--- src/rtl/mem_access_unit.sv ---
// Memory access stage between the CPU controller FSM and RAM: owns PC, data address and IR, runs req/ack to RAM.
// Latency: a RAM access takes 2 cycles minimum from cmd to busy=0, plus 1 per ack wait cycle; an MMIO access takes 1 cycle.
// Backpressure: combinational busy holds the controller; mem_req is held with stable addr/we/wdata until mem_ack.
//
// Optional feature macro: MEM_MMIO_EN (switch read at SW_ADDR, LED write at LED_ADDR, both served locally).
//
// Ports:
//   clk, reset                 rising-edge clock, synchronous active-high reset
//   mem_cmd                    00 NONE, 01 WRITE, 10 READ, 11 illegal (treated as NONE, sets cmd_err)
//   addr_sel                   1: access at PC, 0: access at data address register
//   load_addr                  data address <= dp_out[ADDR_W-1:0]
//   load_pc, reset_pc          PC increment strobe; with reset_pc the PC clears instead
//   load_ir                    IR <= last completed read data
//   dp_out                     address source and write data
//   mem_rdata, mem_ack         RAM read data and one-cycle completion
//   sw                         board switches (MMIO only)
//   mem_req/we/addr/wdata      RAM request, registered at issue
//   mdata, ir, pc              last read data, instruction register, program counter
//   busy                       controller must stall
//   cmd_err                    sticky illegal command flag
//   led                        LED register (MMIO only, else 0)
module mem_access_unit #(
   parameter int               ADDR_W   = 9,
   parameter int               DATA_W   = 16,
   parameter logic [ADDR_W-1:0] LED_ADDR = 9'h100,
   parameter logic [ADDR_W-1:0] SW_ADDR  = 9'h140
) (
   input  logic              clk,
   input  logic              reset,
   input  logic [1:0]        mem_cmd,
   input  logic              addr_sel,
   input  logic              load_addr,
   input  logic              load_pc,
   input  logic              reset_pc,
   input  logic              load_ir,
   input  logic [DATA_W-1:0] dp_out,
   input  logic [DATA_W-1:0] mem_rdata,
   input  logic              mem_ack,
   input  logic [7:0]        sw,
   output logic              mem_req,
   output logic              mem_we,
   output logic [ADDR_W-1:0] mem_addr,
   output logic [DATA_W-1:0] mem_wdata,
   output logic [DATA_W-1:0] mdata,
   output logic [DATA_W-1:0] ir,
   output logic [ADDR_W-1:0] pc,
   output logic              busy,
   output logic              cmd_err,
   output logic [7:0]        led
);

   typedef enum logic [1:0] {ST_IDLE, ST_REQ, ST_DONE} state_t;

   localparam logic [1:0] CMD_NONE  = 2'b00;
   localparam logic [1:0] CMD_WRITE = 2'b01;
   localparam logic [1:0] CMD_READ  = 2'b10;
   localparam logic [1:0] CMD_ILL   = 2'b11;

   state_t              state_q, state_d;
   logic [ADDR_W-1:0]   pc_q, pc_d;
   logic [ADDR_W-1:0]   daddr_q, daddr_d;
   logic [DATA_W-1:0]   ir_q, ir_d;
   logic [DATA_W-1:0]   rdata_q, rdata_d;
   logic [ADDR_W-1:0]   mem_addr_q, mem_addr_d;
   logic [DATA_W-1:0]   mem_wdata_q, mem_wdata_d;
   logic                mem_we_q, mem_we_d;
   logic                cmd_err_q, cmd_err_d;
   logic [7:0]          led_q, led_d;
   logic [ADDR_W+1:0]   done_tag_q, done_tag_d;

   logic [1:0]          cmd_v;
   logic [ADDR_W-1:0]   cur_addr;
   logic                tag_match;
   logic                issue;
   logic                ack_take;
   logic                mmio_hit;

   // Illegal command behaves as NONE everywhere except the sticky error flag.
   assign cmd_v     = (mem_cmd == CMD_ILL) ? CMD_NONE : mem_cmd;
   assign cur_addr  = addr_sel ? pc_q : daddr_q;
   // A level-held command that matches the access just completed must not re-issue.
   assign tag_match = (state_q == ST_DONE) && ({cmd_v, cur_addr} == done_tag_q);
   assign issue     = (state_q == ST_IDLE) && (cmd_v != CMD_NONE);
   // Acks are only meaningful while a request is outstanding; stray or late acks are dropped.
   assign ack_take  = (state_q == ST_REQ) && mem_ack;

`ifdef MEM_MMIO_EN
   assign mmio_hit = ((cmd_v == CMD_READ)  && (cur_addr == SW_ADDR)) ||
                     ((cmd_v == CMD_WRITE) && (cur_addr == LED_ADDR));
`else
   assign mmio_hit = 1'b0;
   logic unused_mmio;
   assign unused_mmio = ^{sw, LED_ADDR, SW_ADDR};
`endif

   // State register
   always_ff @(posedge clk) begin
      if (reset) begin
         state_q <= ST_IDLE;
      end else begin
         state_q <= state_d;
      end
   end

   // Next-state logic
   always_comb begin
      state_d = state_q;
      case (state_q)
         ST_IDLE: begin
            if (issue) begin
               state_d = mmio_hit ? ST_DONE : ST_REQ;
            end
         end
         ST_REQ: begin
            if (mem_ack) begin
               state_d = ST_DONE;
            end
         end
         ST_DONE: begin
            if ((cmd_v == CMD_NONE) || !tag_match) begin
               state_d = ST_IDLE;
            end
         end
         default: state_d = ST_IDLE;
      endcase
   end

   // FSM outputs
   always_comb begin
      mem_req = (state_q == ST_REQ);
      busy    = (cmd_v != CMD_NONE) && !tag_match;
   end

   // Datapath next-state
   always_comb begin
      pc_d        = pc_q;
      daddr_d     = daddr_q;
      ir_d        = ir_q;
      rdata_d     = rdata_q;
      mem_addr_d  = mem_addr_q;
      mem_wdata_d = mem_wdata_q;
      mem_we_d    = mem_we_q;
      cmd_err_d   = cmd_err_q;
      led_d       = led_q;
      done_tag_d  = done_tag_q;

      if (load_pc) begin
         pc_d = reset_pc ? '0 : pc_q + 1'b1;
      end
      if (load_addr) begin
         daddr_d = dp_out[ADDR_W-1:0];
      end
      if (load_ir) begin
         ir_d = rdata_q;
      end
      if (mem_cmd == CMD_ILL) begin
         cmd_err_d = 1'b1;
      end

      if (issue) begin
         mem_addr_d  = cur_addr;
         mem_wdata_d = dp_out;
         mem_we_d    = (cmd_v == CMD_WRITE);
`ifdef MEM_MMIO_EN
         if (mmio_hit) begin
            done_tag_d = {cmd_v, cur_addr};
            if (cmd_v == CMD_READ) begin
               rdata_d = {{(DATA_W-8){1'b0}}, sw};
            end else begin
               led_d = dp_out[7:0];
            end
         end
`endif
      end

      // The completed command is rebuilt from the registered we bit, since mem_cmd may have moved on.
      if (ack_take) begin
         if (!mem_we_q) begin
            rdata_d = mem_rdata;
         end
         done_tag_d = {(mem_we_q ? CMD_WRITE : CMD_READ), mem_addr_q};
      end
   end

   // Datapath registers
   always_ff @(posedge clk) begin
      if (reset) begin
         pc_q        <= '0;
         daddr_q     <= '0;
         ir_q        <= '0;
         rdata_q     <= '0;
         mem_addr_q  <= '0;
         mem_wdata_q <= '0;
         mem_we_q    <= 1'b0;
         cmd_err_q   <= 1'b0;
         led_q       <= '0;
         done_tag_q  <= '0;
      end else begin
         pc_q        <= pc_d;
         daddr_q     <= daddr_d;
         ir_q        <= ir_d;
         rdata_q     <= rdata_d;
         mem_addr_q  <= mem_addr_d;
         mem_wdata_q <= mem_wdata_d;
         mem_we_q    <= mem_we_d;
         cmd_err_q   <= cmd_err_d;
         led_q       <= led_d;
         done_tag_q  <= done_tag_d;
      end
   end

   assign mem_we    = mem_we_q;
   assign mem_addr  = mem_addr_q;
   assign mem_wdata = mem_wdata_q;
   assign mdata     = rdata_q;
   assign ir        = ir_q;
   assign pc        = pc_q;
   assign cmd_err   = cmd_err_q;
   assign led       = led_q;

endmodule
--- config.mk ---
export PLATFORM = sky130hd
export DESIGN_NAME = mem_access_unit
export DESIGN_NICKNAME = d
export VERILOG_FILES = /design/src/rtl/mem_access_unit.sv
export SDC_FILE = /design/constraint.sdc
export NUM_CORES = 1
export LEC_CHECK = 0
export BUFFER_PORTS_ARGS = -buffer_cell sky130_fd_sc_hd__clkbuf_2
export CAP_MARGIN = 20
export CORE_UTILIZATION = 45
export DETAILED_ROUTE_END_ITERATION = 8
export PLACE_DENSITY_LB_ADDON = 0.25
export SETUP_SLACK_MARGIN = 0.02
export SLEW_MARGIN = 20
export SYNTH_ARGS = -nofsm -noshare
export SYNTH_HDL_FRONTEND = slang
export SYNTH_SLANG_ARGS = --single-unit
export TNS_END_PERCENT = 5
--- constraint.sdc ---
create_clock -name clk -period 1.6 [get_ports clk]
set_input_delay 0.08 -clock clk [delete_from_list [all_inputs] [get_ports clk]]
set_output_delay 0.08 -clock clk [all_outputs]
set_load 0.02 [all_outputs]
## Word-level counts from Yosys, hierarchy flattened

Index checks and enable logic that the tools add are counted.

- Register bits after elaboration: 90
- Input bits: 50
- Output and inout bits: 78
- Word-level logic and storage cells: 39

- $add $sub $neg: 1
- Eq/ne operators: 8
- Muxes and demuxes: 8
- Bitwise operators: 1
- Reductions and logical operators: 11

Operator list:

| operator | number |
|---|---|
| $mux 9 | 2 |
| $eq 11x11->1 | 1 |
| $mux 2 | 5 |
| $add 9x1->9 const B | 1 |
| $pmux 2 s3 | 1 |
| $eq 2x1->1 const B | 2 |
| $eq 2x2->1 const B | 2 |
| $logic_and 1x1->1 | 4 |
| $logic_not 2->1 | 2 |
| $ne 2x2->1 const B | 2 |
| $reduce_and 3->1 | 1 |
| $ne 2x1->1 const B | 1 |
| $reduce_and 2->1 | 1 |
| $reduce_bool 2->1 | 1 |
| $logic_not 1->1 | 1 |
| $logic_or 1x1->1 | 1 |
| $not 1->1 | 1 |

## Logic depth before layout (Yosys ltp)

Gate-level depths: netlist of run 1.

- Depth after elaboration: 8
- Depth in mapped cells: 7
- Mapped depth without buffers: 6

## Worst setup path before layout of run 1

OpenSTA, ideal clock, no wires.

- Path type: reg2out
- From: register pc_q[3] (netlist: pc[3])
- To: output busy
- Arrival time: 1.391 ns
- Required time: 1.520 ns
- Slack: 0.129 ns
- Stages on the path, launching flop included: 5
- Path buffers: 0
- Path through: dfxtp_1 -> mux2i_1 -> xnor2_1 -> nor4_1 -> a31oi_1

- Cells in the longest elaborated chain, start to end: 5

RTL lines:

| item | line | text |
|---|---|---|
| start: declaration | 60 | `logic [ADDR_W-1:0] pc_q, pc_d;` |
| start signal: assignment | 199 | `pc_q <= pc_d;` |
| $mux 9 | 80 | `assign cur_addr = addr_sel ? pc_q : daddr_q;` |
| $eq 11x11->1 | 82 | `assign tag_match = (state_q == ST_DONE) && ({cmd_v, cur_addr} == done_tag_q);` |
| $logic_and 1x1->1 | 82 |  |
| $logic_not 1->1 | 131 | `busy = (cmd_v != CMD_NONE) && !tag_match;` |
| $logic_and 1x1->1 | 131 |  |
| end: declaration | 47 | `output logic busy,` |

No other way between the ends.

## Final worst setup path of run 1

- From: register pc_q[7] (netlist: pc[7])
- To: output busy

The elaborated chain is that of the path after synthesis.

==> results of run 1 <==
## cell usage after synthesis
library cell,instances,share of area [%]
dfxtp_1,90,51
nand2_1,90,9.6
a21oi_1,48,6.8
nor2_1,47,5.0
mux2i_1,35,10
clkbuf_1,14,1.5
xnor2_1,11,2.7
a211oi_1,10,2.1
buf_4,9,1.9
buf_2,6,0.86
ha_1,4,1.4
or3_1,4,0.71
xor2_1,4,1.0
nand4_1,3,0.53
o21ai_0,3,0.43
inv_1,2,0.21
nand2b_1,2,0.36
nor4_1,2,0.36
a21o_1,1,0.21
a31oi_1,1,0.18
a41o_1,1,0.29
and2_1,1,0.18
and3_1,1,0.18
buf_1,1,0.11
buf_6,1,0.32
conb_1,1,0.11
nand3b_1,1,0.21
nand3b_2,1,0.32
nand4b_1,1,0.25
nor2b_1,1,0.18
nor3_2,1,0.29
or2_2,1,0.18
## cell type report
| class | instances | area (µm²) |
|---|---|---|
| clock buffer | 9 | 124 |
| clock inverter | 7 | 71.3 |
| fill | 628 | 2580 |
| inverter | 2 | 7.51 |
| multi-input combinational | 282 | 1640 |
| sequential | 90 | 1810 |
| tap | 99 | 124 |
| timing repair buffer | 163 | 1050 |
## cell families (layout without fill, tap and decap cells)
group	Yosys count	in the layout	synth area share (%)
AND/OR/NAND/NOR	156	156	18.4
flip-flops	90	90	51.3
AO/OA/AOI/OAI	64	64	10.1
multiplexers	35	35	9.98
buffers and inverters	33	181	4.92
XOR/XNOR	15	15	3.74
adder cells (fa/ha/maj)	4	4	1.43
other	1	8	0.107
## how the worst min path moves through the flow
| stage | startpoint | to | slack [ns] | cells past startpoint |
|---|---|---|---|---|
| floorplan | dp_out[0] | mem_wdata[0] | 0.22 | 2 |
| global placement | dp_out[13] | mem_wdata[13] | 0.30 | 3 |
| detailed placement | dp_out[15] | mem_wdata[15] | 0.31 | 3 |
| CTS | mem_ack | state_q[0] | 0.01 | 3 |
| global route | mem_ack | state_q[0] | 0.01 | 3 |
| finish | mem_ack | state_q[0] | 0.03 | 3 |
## registers in the layout, summed over array words and instances, names as in the netlist
register and count:
ir 16, mem_addr 9, mem_we 1, mem_wdata 16, pc 9, daddr_q 9
mdata 16, done_tag_q 11, cmd_err 1, state_q 2
## routing by layer
metal | wire length [µm] | vias to the layer above
met4 | 135 | 0
met5 | 0 | -
met3 | 444 | 12
met2 | 4330 | 115
met1 | 4020 | 1483
li1 | - | 1604
## worst reg2reg max path: stages (launching register included)
cell     delay [ns]
dfxtp_1        0.36
buf_4          0.14
ha_1           0.18
and3_4         0.21
nand2_1        0.06
or3_1          0.30
a21oi_1        0.14
## power by group
| part | internal (µW) | leakage (µW) | total [µW] | switching, µW |
|---|---|---|---|---|
| clock network | 610 | 0.0000931 | 1510 | 902 |
| registers | 2350 | 0.000736 | 2440 | 87.7 |
| logic | 342 | 0.00130 | 821 | 479 |
| total | 3310 | 0.00213 | 4770 | 1470 |
## through the flow
step | cell area, µm² | power, µW | setup WS, ns | instances | hold slack [ns]
finish | 4830 | 4770 | -0.178 | 652 | 0.0302
global route | 4830 | 5000 | -0.240 | 652 | 0.0105
CTS | 4770 | 4790 | -0.172 | 651 | 0.0139
detailed placement | 4210 | 3220 | -0.0280 | 601 | 0.309
global placement | 4210 | 3200 | -0.0288 | 601 | 0.303
floorplan | 3540 | 2950 | 0.129 | 405 | 0.216
## timing repair
item	in CTS	in global routing
hold buffers	32	0
buffers inserted	2	1
gates resized for setup	8	13
setup endpoints to repair	1	2
gates cloned	0	0
endpoints found under the hold margin	41	0
pin swaps	1	5
==> flow_summary.ini, run 1 <==
[logic_synthesis]
netlist_area_um2 = 3510
synth_area_per_cell_um2 = 8.82
synth.distinct_cells = 32
ys_ff_latch = 90
yosysWarningCount = 0
ys_seq_area_share_pct = 51.3
synthCells = 398

[clock_network]
path_clk_slew_ns = 0.10
cts_tree = built
cts_inserted_buffers = 9
cts_buffer_depth = 2
h-tree-depth = 3
cts.sinks = 90
clockRootBuffer = clkbuf_8
insertion_delay_ns = 0.36

[global_routing]
grt_start_max_net_pins = 60
top_usage_layer = met2
grt_overflow = 0
grt.met1_usage_pct = 27.9
grtUsageTotal_pct = 22.5
globalRouteMet3Util_pct = 4.29
grt_antenna_before_repair = 0
grt_pass1_vias = 3168
grtUsageMet2_pct = 39.2
grt_pass1_wl_um = 14800

[drt]
drc = 0
routedWlPerCell_um = 13.7
ant_nets = 0
via_per_inst = 4.93
vias = 3214
drtIter0Drc = 154
firstDrtPassIters = 5
finalWirelength_um = 8930

[timing]
period_share_pct = 111
fin_skew_ns = 0.0116
clock.fmax_mhz = 562
tightestPinTransition_ns = 0.561
setup_viol = 1
setup_ws_ns = -0.178
hold_viol_final = 0
rsz0062_at_grt = yes
layout_min_cycle_time_ns = 1.78
maxSlewViolCount = 0
slew_headroom_pct = 62.6
setup_tns_ns = -0.178

[worst_setup_path]
slowest_delay_ns = 0.38
path_max_fanout = 5
required_ns = 1.52
cp.arrival_ns = 1.70
rrSetupSlack_ns = 0.14
crit_buf_inv = 1
path_class = reg2out
crit_chain = mux2i_4, xnor2_1, nor4_2, a31oi_1, buf_4
crit_cells = 5
regToRegStartpoint = pc[1]
startpoint = pc[7]
r2r-end = pc[8]
crit_family = flip-flops
r2r.worst_path.cells = 6
worstSetupStartpointType = flop
endpoint_kind = primary output
critPathCapture = busy
slowest_stage = dfxtp_4

[flow_run]
cap_violations = 0

[final_layout]
final_common_cell = clkbuf_2
syn_to_final_growth_pct = 37.6
postLayoutCoreUtil_pct = 65.2
diodes = 0
nets = 602
drive_gt1_share_pct = 29.8
final_cell_mix = clkbuf_2, nand2_1, dfxtp_1

[placement]
gp_congestion = 0.793
port_buffers = 111
dpl.hpwl_um = 5950

[run_status]
failed_checks = setup timing
outcome = complete, but fails checks

[floorplanning]
row_count = 31
die_area_um2 = 8160
chipWidth_um = 90.3
dieHeight_um = 90.3
initial_core_util_pct = 47.4
num_io_pins = 128
fp.coreArea_um2 = 7410

[power]
ir_worst_vdd_mv = 0.592
p_per_area_nw_per_um2 = 989
power_leakage_uw = 0.00213

[hold_path]
min_path_type = in2reg
Note: power is estimated with default switching activity, not from simulation.
==> inputs of run 2 (changes only) <==
CORE_MARGIN = 2   (was unset)
TNS_END_PERCENT = unset   (was 5)
==> run 2 against run 1 <==
Against the previous run: the flow still finishes with violations (setup timing); clock skew up 0.00089 ns; wire length down 3.5%; sequential share of layout area down 0.49 points; utilization down 0.94 points; fmax down 0.81%; sequential power about the same; largest power group unchanged; total power down 1.6%; via count down 0.65%; cell count up 1.1%; combinational power up 4.6%.
==> flow_summary.ini, run 2 (synthesis gave the netlist of run 1 again) <==
[timing]
slew_headroom_pct = 62.6
fin_skew_ns = 0.0125
tightestPinTransition_ns = 0.560
setup_viol = 1
maxSlewViolCount = 0
setup_ws_ns = -0.193
layout_min_cycle_time_ns = 1.79
period_share_pct = 112
clock.fmax_mhz = 558
rsz0062_at_grt = yes
whs_ns = 0.0251
hold_viol_final = 0

[worst_setup_path]
r2r-end = pc[8]
path_max_fanout = 2
endpoint_kind = primary output
worstSetupStartpointType = flop
slowest_delay_ns = 0.35
slowest_stage = dfxtp_2
crit_chain = mux2i_2, xnor2_1, nor4_1, buf_4, a31oi_4, buf_6
required_ns = 1.52
path_class = reg2out
regToRegStartpoint = pc[1]
rrSetupSlack_ns = 0.11
cp.arrival_ns = 1.71
r2r.worst_path.cells = 6

[drt]
drc = 0
vias = 3193
via_per_inst = 4.85
drtIter0Drc = 100
firstDrtPassIters = 4
ant_nets = 0
finalWirelength_um = 8620
routedWlPerCell_um = 13.1

[clock_network]
clockRootBuffer = clkbuf_8
h-tree-depth = 3
cts_buffer_depth = 2
path_clk_slew_ns = 0.10
cts_tree = built
cts.sinks = 90
cts_inserted_buffers = 9
insertion_delay_ns = 0.36

[hold_path]
min_delay_worst_endpoint = pc[1]
min_path_type = in2reg
whs_path_depth = 3
hold_start = reset_pc

[final_layout]
drive_gt1_share_pct = 30.9
final_cell_mix = clkbuf_2, nand2_1, dfxtp_1
design_area_um2 = 4910
final_common_cell = clkbuf_2
diodes = 0
postLayoutCoreUtil_pct = 64.2
syn_to_final_growth_pct = 40.0
nets = 606

[placement]
gp_congestion = 0.776
port_buffers = 111
dpl.hpwl_um = 5740
dpl_cell_area_um2 = 4270

[power]
p_per_area_nw_per_um2 = 957
power_leakage_uw = 0.00217
ir_worst_vdd_mv = 0.506

[global_routing]
grtUsageTotal_pct = 20.4
grt_overflow = 0
grt_pass1_wl_um = 13800
grt_start_max_net_pins = 43
grt_antenna_before_repair = 0
grt_pass1_vias = 2911

[floorplanning]
dieHeight_um = 92.3
initial_core_util_pct = 45.9
num_io_pins = 128
fp.coreArea_um2 = 7650
die_area_um2 = 8520
row_count = 32
chipWidth_um = 92.3

[run_status]
outcome = complete, but fails checks
failed_checks = setup timing

[flow_run]
cap_violations = 0
run 2: cell types whose count changed in the layout (fill, tap and decap cells not counted), moves of 2 or more:
cell      previous run  this run
clkinv_4             0         2
inv_8                2         0
dfxtp_1             85        83
dfxtp_4              1         3
buf_12               2         4
mux2i_4              3         5
clkinv_2             0         2
run 2: timing repair:
action / 4_1_cts / 5_1_grt
setup endpoints to repair: 1 / 1
hold buffers: 32 / 0
gates resized for setup: 18 / 12
pin swaps: 2 / 5
cloned: 0 / 0
endpoints found under the hold margin: 41 / 0
buffers inserted: 0 / 3
run 2: worst max path at each step:
| stage | slack, ns | end | from |
|---|---|---|---|
| 6_report | -0.19 | busy | pc[5] |
| 5_1_grt | -0.27 | busy | pc[5] |
| 4_1_cts | -0.22 | busy | pc[5] |
| 3_5_place_dp | 0.01 | busy | addr_sel |
| 3_3_place_gp | 0.003 | busy | addr_sel |
| 2_1_floorplan | 0.13 | busy | pc[3] |
run 2: worst max-delay path: cells and delay by family, from the launching register on:
| family | cells | cell delay [ns] |
|---|---|---|
| buf+inv | 2 | 0.32 |
| flops | 1 | 0.35 |
| xor+xnor | 1 | 0.10 |
| mux | 1 | 0.20 |
| compound gates | 1 | 0.08 |
| simple gates | 1 | 0.30 |
run 2: routing by layer:
| layer | vias to the layer above | track usage, % | part of all wire (%) |
|---|---|---|---|
| li1 | 1610 | - | - |
| met5 | - | 0 | 0 |
| met3 | 15 | 4.15 | 4.4 |
| met4 | 0 | 8.21 | 1.8 |
| met1 | 1478 | 26.1 | 45 |
| met2 | 90 | 33.8 | 49 |
run 2: layout make-up:
| class | instances | area, µm² |
|---|---|---|
| inverter | 2 | 7.51 |
| sequential | 90 | 1820 |
| fill | 639 | 2740 |
| clock buffer | 9 | 124 |
| multi-input combinational | 282 | 1670 |
| timing repair buffer | 167 | 1110 |
| clock inverter | 7 | 52.6 |
| tap | 102 | 128 |
run 2: through the flow:
stage          setup slack, ns  TNS [ns]  std cells  power (µW)
2_1_floorplan            0.129         0        405        2950
3_3_place_gp           0.00277         0        608        3230
3_5_place_dp            0.0139         0        608        3240
4_1_cts                 -0.220    -0.220        656        4700
5_1_grt                 -0.269    -0.269        659        4920
6_report                -0.193    -0.193        659        4700
run 2: power by group:
group	switching (µW)	leakage (µW)	internal, µW
registers	84.7	0.000737	2350
clock network	828	0.0000900	575
logic	489	0.00134	370
total	1400	0.00217	3300
==> inputs of run 3 (changes only) <==
CELL_PAD_IN_SITES_DETAIL_PLACEMENT = 1   (was unset)
CELL_PAD_IN_SITES_GLOBAL_PLACEMENT = 1   (was unset)
CORE_UTILIZATION = 35   (was 45)
==> run 3 against run 2 <==
Against the previous run: the flow still finishes with violations (setup timing); wire length is 18% higher; count of clock-buffer cells in the layout rose by 3; global-route usage down 1.6 points; utilization is 13 points lower; non-clock buffer count rose by 3; critical path type unchanged; largest cell class unchanged.
==> flow_summary.ini, run 3 (synthesis gave the netlist of run 1 again) <==
[clock_network]
clockRootBuffer = clkbuf_8
cts.sinks = 90
insertion_delay_ns = 0.36
h-tree-depth = 3
cts_inserted_buffers = 9
cts_tree = built
cts_buffer_depth = 2
path_clk_slew_ns = 0.09

[drt]
routedWlPerCell_um = 14.7
firstDrtPassIters = 4
ant_nets = 0
finalWirelength_um = 10200
drtIter0Drc = 88
via_per_inst = 4.76
drc = 0
vias = 3298

[timing]
slew_headroom_pct = 61.6
maxSlewViolCount = 0
clock.fmax_mhz = 571
setup_tns_ns = -0.150
whs_ns = 0.0358
setup_viol = 1
rsz0062_at_grt = yes
hold_viol_final = 0
setup_ws_ns = -0.150
tightestPinTransition_ns = 0.575
period_share_pct = 109
fin_skew_ns = 0.00995
layout_min_cycle_time_ns = 1.75

[worst_setup_path]
cp.arrival_ns = 1.67
path_class = reg2out
crit_chain = mux2i_4, xnor2_1, nor4_1, buf_4, a31oi_4, buf_8
worstSetupStartpointType = flop
path_max_fanout = 2
required_ns = 1.52
endpoint_kind = primary output
slowest_delay_ns = 0.34
slowest_stage = dfxtp_2

[global_routing]
grtUsageTotal_pct = 18.8
grt_overflow = 0
grt_start_max_net_pins = 53
grt_pass1_vias = 3418
grt_pass1_wl_um = 16500
grt_antenna_before_repair = 0

[final_layout]
final_common_cell = clkbuf_2
syn_to_final_growth_pct = 41.5
multi_input_area_um2 = 1680
seqCellArea_um2 = 1810
drive_gt1_share_pct = 31.3
diodes = 0
fillCellCount = 1193
final_cell_mix = clkbuf_2, nand2_1, dfxtp_1
nets = 609

[floorplanning]
dieHeight_um = 104
chipWidth_um = 104
die_area_um2 = 10800
num_io_pins = 128
row_count = 36
fp.coreArea_um2 = 9770
initial_core_util_pct = 35.9

[hold_path]
min_path_type = in2reg

[power]
power_leakage_uw = 0.00219
ir_worst_vdd_mv = 0.452
p_per_area_nw_per_um2 = 961

[placement]
gp_congestion = 0.826
port_buffers = 111
dpl.hpwl_um = 7040

[run_status]
failed_checks = setup timing
outcome = complete, but fails checks

[flow_run]
cap_violations = 0
run 3: layer usage:
metal  up-vias  part of all wire (%)  track usage (%)
li1       1622                     -                -
met1      1585                    44             22.2
met2        78                    50             33.3
met3        13                   4.1             4.01
met4         0                   1.9             7.63
met5         -                     0                0
run 3: critical path, delay by kind of cell, from the launching register on:
kind            cells  cell delay (ns)
flops               1             0.34
buf+inv             2             0.32
simple gates        1             0.27
mux                 1             0.20
xor+xnor            1             0.09
compound gates      1             0.09
run 3: layout make-up:
cell class                 count  share of cell area (%)
clock buffer                  12                    3.12
clock inverter                 4                   0.529
inverter                       2                   0.151
multi-input combinational    282                    33.9
sequential                    90                    36.5
tap                          133                    3.35
timing repair buffer         170                    22.4
run 3: power breakdown:
part	leakage, µW	internal [µW]	switching [µW]
combinational	0.00136	370	501
sequential	0.000736	2350	89.4
clock	0.0000924	649	812
total	0.00219	3370	1400
run 3: through the flow:
stage | util, % | area, µm² | std cells | setup slack (ns) | power (µW)
floorplan | - | 3540 | 405 | 0.129 | 2950
global placement | 44.0 | 4300 | 642 | -0.0288 | 3240
detailed placement | 44.0 | 4300 | 642 | -0.150 | 3260
CTS | 50.3 | 4920 | 694 | -0.212 | 4820
global route | 50.8 | 4970 | 693 | -0.253 | 5010
finish | 50.8 | 4970 | 693 | -0.150 | 4770
run 3: worst paths after layout:
path | slack [ns] | depth (start not counted) | to | start
worst min register to register | 0.46 | 2 | mem_wdata[6] | mem_wdata[6]
worst max register to register | 0.15 | 6 | state_q[1] | pc[7]
worst max-delay path | -0.15 | 6 | busy | daddr_q[6]
worst min-delay path | 0.04 | 3 | state_q[0] | mem_ack
run 3: timing repair:
item                       CTS  global route
setup endpoints to repair    1             3
resized for setup           18            12
pin swaps                    5             4
buffers inserted             4             0
hold endpoints to repair    40             0
hold buffers                32             0
